$ cat config.mk
export PLATFORM = sky130hd
export DESIGN_NAME = ex_mem_stage
export DESIGN_NICKNAME = d
export VERILOG_FILES = /design/src/rtl/pipe_pkg.sv /design/src/rtl/pipe_skid_slot.sv /design/src/rtl/ex_mem_stage.sv
export SDC_FILE = /design/constraint.sdc
export NUM_CORES = 1
export LEC_CHECK = 0
export ABC_AREA = 1
export ABC_CLOCK_PERIOD_IN_PS = 2050
export BUFFER_PORTS_ARGS = -buffer_cell sky130_fd_sc_hd__clkbuf_2
export CAP_MARGIN = 20
export CORE_ASPECT_RATIO = 0.5
export CORE_MARGIN = 1.5
export CORE_UTILIZATION = 32
export CTS_BUF_LIST = sky130_fd_sc_hd__clkbuf_16
export DETAILED_ROUTE_END_ITERATION = 16
export GPL_TIMING_DRIVEN = 0
export PLACE_DENSITY = 0.59
export SYNTH_ARGS = -nofsm -noshare
export SYNTH_HDL_FRONTEND = slang
export SYNTH_SLANG_ARGS = --single-unit
export TNS_END_PERCENT = 10
$ cat constraint.sdc
create_clock -name clk -period 2.05 [get_ports clk]
set_input_delay 0.1025 -clock clk [delete_from_list [all_inputs] [get_ports clk]]
set_output_delay 0.1025 -clock clk [all_outputs]
set_load 0.005 [all_outputs]
$ cat src/rtl/pipe_pkg.sv
// Shared EX/MEM field positions for the wb and m control vectors.
// Pure constants: no latency, no flow control.
package pipe_pkg;
    localparam int WB_MEMTOREG = 1;
    localparam int WB_REGWRITE = 0;
    localparam int M_MEMWRITE  = 2;
    localparam int M_MEMREAD   = 1;
    localparam int M_BRANCH    = 0;
    localparam int WB_W        = 2;
    localparam int M_W         = 3;

    // Packed payload width for a given geometry: {pc, wb, m, zero, alu, rt, writereg}.
    function automatic int ex_mem_w(input int pc_w, input int data_w, input int reg_aw);
        return pc_w + WB_W + M_W + 1 + 2 * data_w + reg_aw;
    endfunction
endpackage

$ cat src/rtl/pipe_skid_slot.sv
// One payload register with a valid bit; load wins over clear, payload kept on clear.
// Latency 1 cycle from load to q; no backpressure of its own, the owner decides when to load.
module pipe_skid_slot #(
    parameter int W = 8
) (
    input  logic         clk,
    input  logic         rst_n,
    input  logic         load,
    input  logic         clear,
    input  logic [W-1:0] d,
    output logic         vld,
    output logic [W-1:0] q
);
    always_ff @(posedge clk or negedge rst_n) begin
        if (!rst_n) begin
            vld <= 1'b0;
            q   <= '0;
        end else if (load) begin
            vld <= 1'b1;
            q   <= d;
        end else if (clear) begin
            vld <= 1'b0;
        end
    end
endmodule

$ cat src/rtl/ex_mem_stage.sv
// EX/MEM boundary register: 1-cycle latency, valid/ready with stall (ce) and flush.
// SKID=1 keeps a second entry so in_ready is registered; SKID=0 gives combinational in_ready.
module ex_mem_stage
    import pipe_pkg::*;
#(
    parameter int DATA_W = 32,
    parameter int PC_W   = 32,
    parameter int REG_AW = 5,
    parameter int SKID   = 1
) (
    input  logic              clk,
    input  logic              rst_n,
    input  logic              ce,
    input  logic              flush,
    input  logic              in_valid,
    output logic              in_ready,
    input  logic [PC_W-1:0]   pc,
    input  logic [1:0]        wb,
    input  logic [2:0]        m,
    input  logic              zero,
    input  logic [DATA_W-1:0] alu_in,
    input  logic [DATA_W-1:0] readreg_rt,
    input  logic [REG_AW-1:0] writereg,
    output logic              out_valid,
    input  logic              out_ready,
    output logic [PC_W-1:0]   pc_out,
    output logic [1:0]        wb_out,
    output logic              memwrite,
    output logic              memread,
    output logic              branch,
    output logic              zero_out,
    output logic              branch_taken,
    output logic [DATA_W-1:0] alu_out,
    output logic [DATA_W-1:0] readreg_rt_out,
    output logic [REG_AW-1:0] writereg_out,
    output logic              fwd_regwrite,
    output logic [REG_AW-1:0] fwd_writereg,
    output logic [DATA_W-1:0] fwd_data
);
    typedef struct packed {
        logic [PC_W-1:0]   pc;
        logic [WB_W-1:0]   wb;
        logic [M_W-1:0]    m;
        logic              zero;
        logic [DATA_W-1:0] alu;
        logic [DATA_W-1:0] rt;
        logic [REG_AW-1:0] writereg;
    } ex_mem_t;

    localparam int PW = ex_mem_w(PC_W, DATA_W, REG_AW);

    ex_mem_t        in_ent;
    ex_mem_t        head;
    logic [PW-1:0]  main_d;
    logic [PW-1:0]  main_q;
    logic           main_vld;
    logic           main_load;
    logic           main_clear;
    logic           accept;
    logic           drain;

    assign in_ent = '{pc: pc, wb: wb, m: m, zero: zero, alu: alu_in,
                      rt: readreg_rt, writereg: writereg};

    assign accept     = in_valid & in_ready & ce & ~flush;
    assign drain      = main_vld & out_ready & ce;
    assign main_clear = flush | drain;

    generate
        if (SKID != 0) begin : g_skid
            logic          skid_vld;
            logic          skid_load;
            logic [PW-1:0] skid_q;

            // in_ready comes straight off the skid valid flop, so it never sees out_ready.
            assign in_ready  = ~skid_vld;
            assign skid_load = accept & main_vld & ~drain;
            assign main_load = ~flush & ((drain & skid_vld) | (accept & (~main_vld | drain)));
            assign main_d    = skid_vld ? skid_q : PW'(in_ent);

            pipe_skid_slot #(.W(PW)) u_skid (
                .clk   (clk),
                .rst_n (rst_n),
                .load  (skid_load),
                .clear (main_clear),
                .d     (PW'(in_ent)),
                .vld   (skid_vld),
                .q     (skid_q)
            );
        end else begin : g_single
            assign in_ready  = ~main_vld | (out_ready & ce);
            assign main_load = accept;
            assign main_d    = PW'(in_ent);
        end
    endgenerate

    pipe_skid_slot #(.W(PW)) u_main (
        .clk   (clk),
        .rst_n (rst_n),
        .load  (main_load),
        .clear (main_clear),
        .d     (main_d),
        .vld   (main_vld),
        .q     (main_q)
    );

    assign head      = ex_mem_t'(main_q);
    assign out_valid = main_vld;

    // Control outputs of an empty slot read as a bubble; data is left ungated.
    assign pc_out         = head.pc;
    assign wb_out         = out_valid ? head.wb : 2'b00;
    assign memwrite       = out_valid & head.m[M_MEMWRITE];
    assign memread        = out_valid & head.m[M_MEMREAD];
    assign branch         = out_valid & head.m[M_BRANCH];
    assign zero_out       = head.zero;
    assign branch_taken   = branch & zero_out;
    assign alu_out        = head.alu;
    assign readreg_rt_out = head.rt;
    assign writereg_out   = head.writereg;
    assign fwd_regwrite   = wb_out[WB_REGWRITE];
    assign fwd_writereg   = writereg_out;
    assign fwd_data       = alu_out;
endmodule
# == After elaboration in Yosys (flattened, before gate mapping) ==
# Index checks and enable logic that the tools add are counted.
# word_totals
ff_bits,216
inputBits,113
out_inout_bits,148
wordCells,32
# op_classes
n_mux,5
bitwise_logic,21
n_reduce_logical,2
# op_table
cell,n
2-to-1 mux 107 bit,1
bitwise AND 1 bit,14
inverter 1 bit,4
nonzero test 2 bit,2
2-to-1 mux 1 bit,3
bitwise OR 1 bit,3
2-to-1 mux 2 bit,1

# == Logic depth before layout (Yosys ltp) ==
# depth
word_depth,8
ltp_mapped,9
depth_no_buf,7

# == Hierarchy ==
# Synthesis repeated with hierarchy kept, for this count alone.
# hier_totals
cells_unflattened,1322
hier_area_um2,9880.7
# modules_own_cells
module,instances,cells_per_inst,area_each_um2,seq_area_each_um2
pipe_skid_slot,2,456,4071.4,2702.6
ex_mem_stage,1,410,1737.9,0.0

# == Worst setup path before layout ==
# OpenSTA, ideal clock, no wires.
# synth_timing
path_type,reg2reg
from,register u_main.vld
to,register u_main.q[87]
setup_ns,0.116
arrival_time_ns,1.306
required_time_ns,1.934
slack_ns,0.628
stages_incl_launch_ff,10
n_path_buf,3
synth_period_minus_slack_ns,1.422
cell_sequence,dfrtp_1 -> inv_2 -> a21oi_2 -> buf_4 -> nor2_8 -> nand2_4 -> buf_4 -> buf_6 -> nand2_1 -> nand2_1
# synth_via
elab_chain_cells,6
word_cells_on_any_way,8
cone_classes,bitwise: 8
# synth_rtl
element,line,text
"start, declared",pipe_skid_slot.sv:11,"output logic vld,"
"start signal, assigned",pipe_skid_slot.sv:16,vld <= 1'b0;
"start signal, assigned",pipe_skid_slot.sv:19,vld <= 1'b1;
"start signal, assigned",pipe_skid_slot.sv:22,vld <= 1'b0;
bitwise AND 1 bit (2 in a row),ex_mem_stage.sv:66,assign drain = main_vld & out_ready & ce;
bitwise OR 1 bit,ex_mem_stage.sv:78,assign main_load = ~flush & ((drain & skid_vld) | (accept & (~main_vld | drain)));
bitwise AND 1 bit,ex_mem_stage.sv:78,
bitwise OR 1 bit (*),ex_mem_stage.sv:78,
bitwise AND 1 bit (*),ex_mem_stage.sv:78,
"end signal, assigned",pipe_skid_slot.sv:17,q <= '0;
"end signal, assigned",pipe_skid_slot.sv:20,q <= d;
"end, declared",pipe_skid_slot.sv:12,output logic [W-1:0] q
# Mark *: on every way between the ends. The rest lies on a longest branch, timed or not.
# A chain may end at the register's enable or synchronous reset.

# == Worst setup path in the final report ==
# layout_timing
from,register g_skid.u_skid.vld
to,register u_main.q[88]
# layout_via
elab_chain_cells,7
word_cells_on_any_way,9
cone_classes,mux: 1; bitwise: 8
# layout_rtl
element,line,text
"start, declared",pipe_skid_slot.sv:11,
"start signal, assigned",pipe_skid_slot.sv:16,
"start signal, assigned",pipe_skid_slot.sv:19,
"start signal, assigned",pipe_skid_slot.sv:22,
inverter 1 bit,ex_mem_stage.sv:76,assign in_ready = ~skid_vld;
bitwise AND 1 bit (3 in a row),ex_mem_stage.sv:65,assign accept = in_valid & in_ready & ce & ~flush;
bitwise AND 1 bit,ex_mem_stage.sv:78,
bitwise OR 1 bit,ex_mem_stage.sv:78,
bitwise AND 1 bit,ex_mem_stage.sv:78,
# Several ways; a longest one is shown, not always the timed one.

==> impl.org <==
** Setup path
- The worst setup path is of the flip-flop to flip-flop kind.
- Arrival time at the worst endpoint :: 2.36 ns
- Worst Setup Start Kind :: flip-flop
- Across all register-to-register paths, the minimum setup slack is 0.1 ns.
- Endpoint of the most critical register-to-register path :: u_main.q[88]
- Worst r2r src :: g_skid.u_skid.vld
- For the worst flop-to-flop path, the logic depth is 8.
- For the worst setup path, the data required time is 2.46 ns.
- Of all nets on the critical path, the largest fanout is 10.
- Category of the worst setup path capture point :: flip-flop

** Die
- Die Wd :: 264 um
- Boundary Pins :: 261
- Y dimension of the die :: 134 um
- The initial utilization of the core area, before any placement, comes to 0.327.
- The floorplan step defined a core boundary enclosing 33300 um2.
- Die outline area :: 35200 um2
- FP Rows :: 47

** Pwr
- Summing internal, switching and leakage power gives 13.3 mW.
- The internal power of the cells totals 9.50 mW.
- Power share of the sequential group :: 0.437
- Of the total power, the share spent switching nets is 0.285.
- Leakage dissipation :: 8.48 nW
- Power spread over the standard cell area amounts to 908 nW/um2.
- Clock share of power :: 0.311
- In this run the power spent charging and discharging nets is 3.80 mW.
- Power share of the combinational group :: 0.252
- Worst ir drop on vdd :: 0.475 mV

** Layout
- At the end of the flow, the number of nets in the layout was 1947.
- In the final layout, the share of cells above drive strength 1 is 0.262.
- Compared with the post-synthesis result, the final layout area differs by 34.4%.
- Once layout is done, the placed cells without fillers occupy 14600 um2.
- End-of-flow core utilization :: 0.440
- Counting the fill cells in the layout gives 3444.

** Route
- For this run, design rule violations remaining after detail routing come to 0.
- Dividing the detail-routed wire length by the instance count gives 14.2 um.
- Dividing the detail-routed via count by the number of cells gives 4.45.
- Vias after detailed routing :: 10200
- The detail route stage leaves a number of antenna-violating nets equal to 0.
- Before antenna repair, the detailed router went through 7 iterations.
- For this block, the initial DRC count from the detailed router was 751.
- Post-detailed-routing wire length :: 32500 um

** Logic synthesis
- After synthesis the netlist holds a flip-flop and latch count of 216.
- Summed over all instances, the cell type with the most area after synthesis is dfrtp_1.
- In the post-synthesis netlist, the biggest area contributors are dfrtp_1, nand2_1, buf_4.
- Of the post-synthesis cell area, the dominant cell type holds 0.496.
- The synthesized design contains 0 enable-type register cells.
- Number of distinct standard cells referenced by the synthesized netlist :: 18
- The most used flip-flop cell after synthesis is dfrtp_1.
- Post-synth design cell area :: 10900 um2
- List of most frequent post-synthesis cells :: nand2_1, dfrtp_1, nand3_1
- Async S/R FF share, synth :: 1.00
- The number of nets in the synthesized netlist is 1550.
- Most instantiated library cell after synthesis :: nand2_1
- Sequential area share after synthesis :: 0.496
- Synthesis produced 1437 cells.
- Ys Warns :: 0
- Per-instance average area after synthesis :: 7.59 um2

** Clocking
- After clock tree synthesis, the clock-pin slew on the worst setup and hold paths is 0.06 ns.
- H-tree level count :: 1
- TritonCTS built the clock tree.
- Root cell of the clock tree :: clkbuf_16
- In this run the deepest clock path goes through 3 buffers.
- Latest clock arrival within the worst-skew pair :: 0.52 ns
- Count of clock tree sinks :: 216
- TritonCTS Buffers :: 23

** Placement
- Summing all placed instances gives a cell area of 12800 um2.
- During placement, the flow inserted port buffers numbering 260.
- Timing analysis after detailed placement gives a worst setup slack of 0.0681 ns.
- Final RePlAce weighted congestion :: 0.807
- Detailed placement HPWL :: 22600 um

** Hold path
- The path with the worst hold slack has its endpoint at g_skid.u_skid.vld.
- Hold Path Cell Cnt :: 4
- The path class of the tightest hold or removal check is primary input to flip-flop.
- Startpoint of the worst hold path :: ce

** STA
- Setup repair after global routing missed its margin :: no
- For the pin with the worst max-slew slack, the measured transition is 0.537 ns.
- Setup violations remaining at the end of the flow were counted as 0.
- Setup clock skew after layout :: 0.0174 ns
- The final number of max-transition violations is 0.
- Period utilisation layout :: 0.953
- The worst path meets setup with 0.0964 ns of slack.
- Count of endpoints failing hold in the final timing report :: 0
- The worst path in the final design needs a cycle of 1.95 ns, including I/O delays and setup.
- Achievable clock frequency :: 512 MHz
- Relative slew slack :: 0.642
- Final TNS setup :: 0 ns

** GRT
- The first global-routing pass estimated 52200 um of wire.
- Total congestion overflow after global routing :: 0
- Total routing resource utilization after global routing :: 0.183
- Number of antenna violations at the first check in global routing :: 1
- Vias in the first global route :: 9994
- Entering global routing, the biggest net connects 97 pins.

** Flow run
- Number of violations of the max-capacitance limit :: 0

** Run status
- The run finished with clean final reports.
==> critical path: stages, from the launching register on <==
cell and delay [ns]:
dfrtp_1 0.33, buf_2 0.31, nand4_1 0.21, nand2_4 0.25
nand2_4 0.19, buf_4 0.24, buf_6 0.16, nand2_1 0.07
nand2_1 0.06
==> area by class of cell <==
type                    instances  area [um2]  area share
diodes                          2        5.00    0.000342
plain buffers                 228        1460      0.0995
clock buffers                  23         576      0.0393
clock inverters                14         134     0.00914
inverters                      10        40.0     0.00273
multi-input cells             982        4000       0.273
flip-flops and latches        216        5410       0.369
well taps                     441         552      0.0377
repair buffers                373        2470       0.169
==> how the worst max path moves through the flow <==
stage | from | to | depth (start not counted)
5_1_grt | g_skid.u_skid.vld | u_main.q[104] | 7
3_3_place_gp | rst_n | u_main.q[36] | 1
3_5_place_dp | g_skid.u_skid.vld | u_main.q[93] | 8
6_report | g_skid.u_skid.vld | u_main.q[88] | 8
4_1_cts | g_skid.u_skid.vld | u_main.q[78] | 7
2_1_floorplan | u_main.vld | u_main.q[87] | 9
==> state kept, by name (all words and copies together) (netlist names) <==
name / cells
g_skid.u_skid.q: 107
u_main.vld: 1
g_skid.u_skid.vld: 1
u_main.q: 107
==> cell usage in the layout (no fill, tap or decap), types with 2 or more instances in the layout <==
cell	Yosys	routed
nand3_1	214	214
dlygate4sd3_1	0	110
nor2_1	2	2
clkbuf_2	0	259
buf_16	0	2
buf_2	37	37
inv_1	7	9
clkinv_2	0	2
bufinv_16	0	3
dfrtp_1	216	215
clkbuf_16	0	23
buf_1	14	14
o21ai_0	2	2
diode_2	0	2
clkinv_1	0	7
buf_4	144	145
nand2_4	1	2
buf_6	2	2
nand2_1	757	757
inv_2	3	2
clkbuf_1	32	31
==> cells by family after synthesis <==
family                 after synthesis  share of synthesized area
buffers and inverters              239                      0.138
AO/OA/AOI/OAI                        4                    0.00241
AND/OR/NAND/NOR                    978                      0.364
flip-flops                         216                      0.496
==> power groups by stage <==
stage / Sequential [mW] / Clock [mW] / Combinational [mW]
global route: 5.93 / 4.40 / 3.77
detailed placement: 5.88 / 0 / 3.22
global placement: 5.87 / 0 / 3.16
floorplan: 5.71 / 0 / 2.02
CTS: 5.82 / 4.23 / 3.40
finish: 5.81 / 4.13 / 3.35
==> through the flow <==
step	hold WS, ns	std cells
floorplan	-0.193	1437
global placement	0.347	2138
detailed placement	0.0218	2140
CTS	0.00155	2286
global route	0.0342	2288
finish	0.0212	2289
==> what timing repair did <==
item,in CTS,in global routing
endpoints found under the hold margin,335,0
pin swaps,0,1
gates resized for setup,0,4
setup buffers,0,1
hold buffers,110,0
setup endpoints to repair,1,31
==> per-layer routing <==
| metal | vias to the layer above | wire length (um) | track usage |
|---|---|---|---|
| met1 | 4798 | 14000 | 0.234 |
| met2 | 189 | 16300 | 0.317 |
| met3 | 62 | 1040 | 0.0274 |
| li1 | 5145 | - | - |
| met4 | 0 | 1130 | 0.0670 |
| met5 | - | 0 | 0 |
No activity file was read; power rests on OpenSTA's default activity.
